[config.mk]
export PLATFORM = sky130hd
export DESIGN_NAME = leg_fetch_unit
export DESIGN_NICKNAME = d
export VERILOG_FILES = /design/src/rtl/leg_pkg.sv /design/src/rtl/leg_fetch_queue.sv /design/src/rtl/leg_fetch_unit.sv
export SDC_FILE = /design/constraint.sdc
export NUM_CORES = 1
export LEC_CHECK = 0
export BUFFER_PORTS_ARGS = -buffer_cell sky130_fd_sc_hd__buf_2
export CAP_MARGIN = 20
export CORE_ASPECT_RATIO = 0.8
export CORE_UTILIZATION = 50
export DETAILED_ROUTE_END_ITERATION = 7
export GPL_ROUTABILITY_DRIVEN = 0
export HOLD_SLACK_MARGIN = 0.05
export PLACE_DENSITY = 0.7
export SYNTH_ARGS = -nofsm -noshare
export SYNTH_HDL_FRONTEND = slang
export SYNTH_SLANG_ARGS = --single-unit
[constraint.sdc]
create_clock -name CLOCK_50 -period 3.8 [get_ports CLOCK_50]
set_input_delay 0.57 -clock CLOCK_50 [delete_from_list [all_inputs] [get_ports CLOCK_50]]
set_output_delay 0.57 -clock CLOCK_50 [all_outputs]
set_load 0.02 [all_outputs]
[src/rtl/leg_pkg.sv]
// Shared types for the LEG fetch stage: instruction width, queue entry layout
// and the fetch sequencer states.
package leg_pkg;

  localparam int INSN_W = 32;
  localparam int PC_W   = 32;

  typedef struct packed {
    logic [INSN_W-1:0] insn;
    logic [PC_W-1:0]   pc;
  } fetch_entry_t;

  typedef enum logic [1:0] {
    IDLE = 2'd0,
    RUN  = 2'd1,
    HALT = 2'd2
  } fetch_state_e;

endpackage

[src/rtl/leg_fetch_queue.sv]
// Circular instruction queue; the head is held in its own register so that it
// keeps its last value when the queue runs empty or is flushed.
module leg_fetch_queue import leg_pkg::*; #(
  parameter int DEPTH = 2,
  parameter int CNT_W = $clog2(DEPTH + 1)
) (
  input  logic               clk,
  input  logic               rst_n,
  input  logic               push,
  input  fetch_entry_t       push_entry,
  input  logic               pop,
  input  logic               flush,
  output logic [CNT_W-1:0]   count,
  output fetch_entry_t       head
);

  localparam int PTR_W = $clog2(DEPTH);

  fetch_entry_t            mem_q [DEPTH];
  fetch_entry_t            mem_d [DEPTH];
  logic [PTR_W-1:0]        rd_q, rd_d, wr_q, wr_d;
  logic [CNT_W-1:0]        count_q, count_d;
  fetch_entry_t            head_q, head_d;
  logic                    push_eff;

  always_comb begin
    push_eff = push && !flush;
    rd_d     = rd_q;
    wr_d     = wr_q;
    count_d  = count_q;
    mem_d    = mem_q;
    if (pop) begin
      rd_d    = rd_q + 1'b1;
      count_d = count_d - 1'b1;
    end
    if (flush) begin
      rd_d    = '0;
      wr_d    = '0;
      count_d = '0;
    end else if (push) begin
      mem_d[wr_q] = push_entry;
      wr_d        = wr_q + 1'b1;
      count_d     = count_d + 1'b1;
    end
    // A push landing in the new head slot bypasses the array.
    head_d = head_q;
    if (count_d != '0)
      head_d = (push_eff && (wr_q == rd_d)) ? push_entry : mem_q[rd_d];
  end

  always_ff @(posedge clk or negedge rst_n) begin
    if (!rst_n) begin
      mem_q   <= '{default: '0};
      rd_q    <= '0;
      wr_q    <= '0;
      count_q <= '0;
      head_q  <= '0;
    end else begin
      mem_q   <= mem_d;
      rd_q    <= rd_d;
      wr_q    <= wr_d;
      count_q <= count_d;
      head_q  <= head_d;
    end
  end

  assign count = count_q;
  assign head  = head_q;

endmodule

[src/rtl/leg_fetch_unit.sv]
// Fetch stage: owns the fetch PC, issues ROM word reads, tracks the single
// in-flight read and feeds returned words into the instruction queue.
//
//   state | meaning
//   IDLE  | just out of reset, nothing issued yet
//   RUN   | issuing reads while the queue has room
//   HALT  | no new reads; in-flight read and queue still drain
module leg_fetch_unit import leg_pkg::*; #(
  parameter int              PC_W     = leg_pkg::PC_W,
  parameter logic [PC_W-1:0] RESET_PC = '0,
  parameter int              ROM_AW   = 10,
  parameter int              QDEPTH   = 2
) (
  input  logic              CLOCK_50,
  input  logic              reset_n,
  output logic              rom_en,
  output logic [ROM_AW-1:0] rom_addr,
  input  logic [31:0]       rom_data,
  output logic [31:0]       insn,
  output logic [PC_W-1:0]   insn_pc,
  output logic              insn_valid,
  input  logic              insn_ready,
  input  logic              redirect,
  input  logic [PC_W-1:0]   redirect_pc,
  input  logic              halt
);

  localparam int CNT_W = $clog2(QDEPTH + 1);

  fetch_state_e     state_q, state_d;
  logic [PC_W-1:0]  fpc_q, fpc_d;
  logic [PC_W-1:0]  inflight_pc_q, inflight_pc_d;
  logic             inflight_q, inflight_d;
  logic             pop, push, room;
  logic [CNT_W-1:0] q_count;
  fetch_entry_t     q_head, push_entry;

  assign pop = insn_valid && insn_ready;

  always_comb begin
    // Room counts the in-flight word and frees the slot popped this cycle.
    room       = (int'(q_count) + int'(inflight_q) - int'(pop)) < QDEPTH;
    rom_en     = (state_q == RUN) && !redirect && room;
    push       = inflight_q && !redirect;
    push_entry = '{insn: rom_data, pc: inflight_pc_q};

    state_d = state_q;
    case (state_q)
      IDLE:    state_d = RUN;
      RUN:     if (halt) state_d = HALT;
      HALT:    if (!halt) state_d = RUN;
      default: state_d = IDLE;
    endcase

    fpc_d         = fpc_q;
    inflight_d    = rom_en;
    inflight_pc_d = inflight_pc_q;
    if (redirect) begin
      fpc_d = {redirect_pc[PC_W-1:2], 2'b00};
    end else if (rom_en) begin
      fpc_d         = fpc_q + PC_W'(4);
      inflight_pc_d = fpc_q;
    end
  end

  always_ff @(posedge CLOCK_50 or negedge reset_n) begin
    if (!reset_n) begin
      state_q       <= IDLE;
      fpc_q         <= RESET_PC;
      inflight_q    <= 1'b0;
      inflight_pc_q <= '0;
    end else begin
      state_q       <= state_d;
      fpc_q         <= fpc_d;
      inflight_q    <= inflight_d;
      inflight_pc_q <= inflight_pc_d;
    end
  end

  assign rom_addr = fpc_q[ROM_AW+1:2];

  leg_fetch_queue #(
    .DEPTH (QDEPTH),
    .CNT_W (CNT_W)
  ) u_queue (
    .clk        (CLOCK_50),
    .rst_n      (reset_n),
    .push       (push),
    .push_entry (push_entry),
    .pop        (pop),
    .flush      (redirect),
    .count      (q_count),
    .head       (q_head)
  );

  assign insn_valid = (q_count != '0);
  assign insn       = q_head.insn;
  assign insn_pc    = q_head.pc;

endmodule
==> metrics.md <==
| Metric | Value |
|---|---|
| Post-DR wirelength/cell | 17.67 um |
| First-pass GRT wire length | 41570 um |
| Synth warn | 0 |
| Max-Slew Margin vs Limit | 0.3521 |
| Total global-route track usage | 0.2136 |
| Worst EP required | approximately 3.2 ns |
| Post-DP HPWL | 15750 um |
| Leak | between 6 and 7 nW |
| Routed Antenna Nets | 0 |
| Minimum clock period | 3.601 ns |
| DR pass1 iterations | 4 |
| Hold Path Class | input pin to asynchronous set/reset pin |
| Status | complete, no violations |
| Area of the multi-input gates | 4928 sq um |
| Critical path launch point type | flip-flop |
| Max-slew violation total from the final report | 0 |
| Maximum vdd ir drop | 0.4258 mV |
| Synth area leaders | dfrtp_1 (54%), mux2_2 (12%), mux2i_1 (5.5%), o21ai_1 (5.5%), and2_1 (3.4%) |
| Setup violators final | 0 |
| CP Class | flip-flop to output pin |
| Sequential fraction of the synthesis area | 0.5444 |
| Vias in the first global route | 7826 |
| Worst path slowest cell | dfrtp_2 |
| Area growth syn-to-layout | 16.04% |
| Ports | 145 |
| Starting DRT DRC Count | 427 |
| Synthesized area | 11630 sq um |
| DRT Wirelength | 25270 um |
| Nets | 1181 |
| Root buf cell | clkbuf_16 |
| # hold bufs at CTS | 0 |
| Largest net degree at the start of global routing | 88 |
| Post-Layout Cell Count | 1430 |
| RR Endpoint | fpc_q[22]$_DFFE_PN0P_ |
| Met3 Wirelength | between 1000 and 1500 um |
| FF+latch area | 6332 sq um |
| Initial Util | 0.5141 |
| DIE HEIGHT | 138.4 um |
| Layout fillers | 1877 |
| Antenna cells | 0 |
| Fin crit share | 0.9475 |
| CTS max path bufs | 3 |
| Number of synthesized register bits | 253 |
| Setup crit end kind | output pin |
| R2R depth | 14 |
| Antenna violations before repair | 0 |
| Metal1 wirelength | 12310 um |
| Setup Skew | ~0.0076 ns |
| PD cells | 842.2 nW/um^2 |
| Synth area leader | dfrtp_1 |
| Fmax | around 280 MHz |
| Post-synthesis cell count | a little under 1000 |
| Wire length on met2 | 11320 um |
| Skew-Pair Late Insertion Delay | 0.52 ns |
| CTS tree | done |
| Final Hold Viols | 0 |
| Ratio of cells with drive above 1 in the final layout | 0.3096 |
| Count of different cell masters after synthesis | 52 |
| Worst r2r src | u_queue.count[1]$_DFF_PN0_ |
| Die width | 172.5 um |
| Drt drc | 0 |
| Core footprint | 22620 sq um |
| Placed insts | 1381 |
| Worst-path clk slew | approximately 0.06 ns |
| Mean number of vias per cell | 5.470 |
| Rows | 49 |
| Crit-path cells | inv_1 > ha_1 > nor2b_2 > ha_1 > nor2b_2 > inv_2 > fa_1 > xnor2_1 > nand3_2 > a21o_1 > inv_2 > buf_2 |
| CTS Sinks | 253 |
| Maxcap violations | 0 |
| DR top layer | met4 |
| RSZ-0062 raised after global routing | false |
| CP Max Fanout | 4 |
| TNS Setup | 0 ns |
| Yosys top cell area share | 0.5444 |
| Worst-margin pin slew | 0.9718 ns |
| Max incr delay on CP | 0.42 ns |
| Vias | ~7800 |
| CTS Buf Count | 27 |
| Port buffer count | 140 |
| H-tree levels | 1 |
| Global route overflow | 0 |
| Average cell area after synthesis | 11.75 sq um |
| R2R setup slack | roughly 0.57 ns |
| Die area | 23880 sq um |
| Critical path data arrival time | 3.03 ns |
==> synth_stat cells, drive strengths merged <==
library cell	number
o211a	1
a21boi	1
a2111oi	4
a211o	2
nand3	16
and2b	1
or4	3
inv	11
o211ai	6
mux2	154
or2	2
and2	64
a31oi	2
clkbuf	26
nand3b	1
o21a	1
nor2b	7
conb	1
a211oi	8
nand4	10
xnor2	17
buf	49
dfrtp	253
a21oi	4
ha	4
a221o	1
xor2	3
or3	2
nand2	96
nor3	1
nor3b	1
a21o	2
a41o	1
fa	1
a221oi	1
o21ai	144
and4	4
nor2	5
mux2i	65
and3	5
o311ai	10
==> how the worst max path moves through the flow <==
stage / cells past startpoint / slack [ns] / start / end
4_1_cts: 12 / 0.03 / u_queue.count[1]$_DFF_PN0_ / rom_en
3_3_place_gp: 13 / 0.40 / u_queue.count[1]$_DFF_PN0_ / fpc_q[15]$_DFFE_PN0P_
6_report: 12 / 0.20 / u_queue.count[1]$_DFF_PN0_ / rom_en
3_5_place_dp: 13 / 0.34 / u_queue.count[1]$_DFF_PN0_ / fpc_q[15]$_DFFE_PN0P_
5_1_grt: 12 / 0.02 / u_queue.count[1]$_DFF_PN0_ / rom_en
2_1_floorplan: 14 / 0.33 / u_queue.count[1]$_DFF_PN0_ / rom_en
==> cell usage in the layout, fill, tap and decap left out, types with 3 or more instances in the layout <==
master,netlist,final
dfrtp_1,253,252
buf_2,19,139
o21ai_1,128,128
mux2_2,127,127
nand2_1,96,96
mux2i_1,64,63
and2_1,64,63
mux2_1,27,27
clkbuf_16,0,27
xnor2_1,17,17
o21ai_0,16,16
nand3_1,15,15
buf_4,17,15
o311ai_1,10,10
inv_1,9,9
nand4_1,8,8
clkbuf_1,26,8
a211oi_1,7,7
clkbuf_8,0,7
buf_12,0,7
o211ai_1,6,6
nor2_1,5,5
and3_1,5,5
a2111oi_2,4,4
nor2b_1,7,4
and4_1,4,4
a21oi_1,4,4
ha_1,4,4
xor2_1,3,3
or4_1,3,3
clkinv_2,0,3
==> report_power, final <==
part,switching [mW],internal [mW]
logic,2.28,2.01
registers,0.723,3.83
clock network,1.02,1.50
==> area by class of cell <==
cell class | instances | area share
tap | 306 | 0.02837
sequential | 253 | 0.4692
multi-input combinational | 652 | 0.3652
timing repair buffer | 162 | 0.07139
clock buffer | 42 | 0.05943
clock inverter | 4 | 0.003338
inverter | 11 | 0.003060
==> logic make-up after synthesis <==
kind of cell	share of synthesized area
and+or+nand+nor	0.09855
AOI/OAI and AO/OA	0.09435
muxes	0.2054
buffers and inverters	0.03593
adders and majority gates	0.006025
DFF	0.5444
xor gates and xnor gates	0.01506
other	0.0003224
==> through the flow <==
stage	area, sq um	setup slack (ns)	hold slack [ns]	utilization	power [mW]
5_1_grt	13500	0.02033	0.07650	0.5965	12.12
2_1_floorplan	11630	0.3277	0.2744	-	7.575
3_5_place_dp	12620	0.3377	0.4704	0.5578	8.871
6_report	13500	0.1995	0.01433	0.5965	11.37
3_3_place_gp	12620	0.3967	0.4610	0.5578	8.709
4_1_cts	13480	0.03467	0.05406	0.5957	11.46
==> registers in the layout, indices dropped and copies added, names as in the netlist <==
signal         flops
u_queue.mem_q    124
fpc_q             30
u_queue.count      2
u_queue.rd_q       1
inflight_pc_q     30
u_queue.head      62
state_q            2
u_queue.wr_q       1
inflight_q         1
==> worst max-delay path, delay by kind of cell (launching register included) <==
kind | cells | cell delay (ns)
flip-flops | 1 | 0.42
AND/OR/NAND/NOR | 3 | 0.33
XOR/XNOR | 1 | 0.17
adder cells (fa/ha/maj) | 3 | 0.92
AO/OA/AOI/OAI | 1 | 0.21
buffers and inverters | 4 | 0.46
==> routing by layer <==
| layer | GRT usage | up-vias |
|---|---|---|
| met5 | 0 | - |
| met4 | 0.04135 | 0 |
| met3 | 0.03630 | 26 |
| met2 | 0.3306 | 180 |
| met1 | 0.3176 | 3901 |
| li1 | - | 3715 |
==> repair_timing <==
action,in CTS,in global routing
endpoints found under the setup margin,1,1
pin swaps,1,0
buffers inserted,1,2
resized for setup,1,2
(Power assumes the default switching activity.)
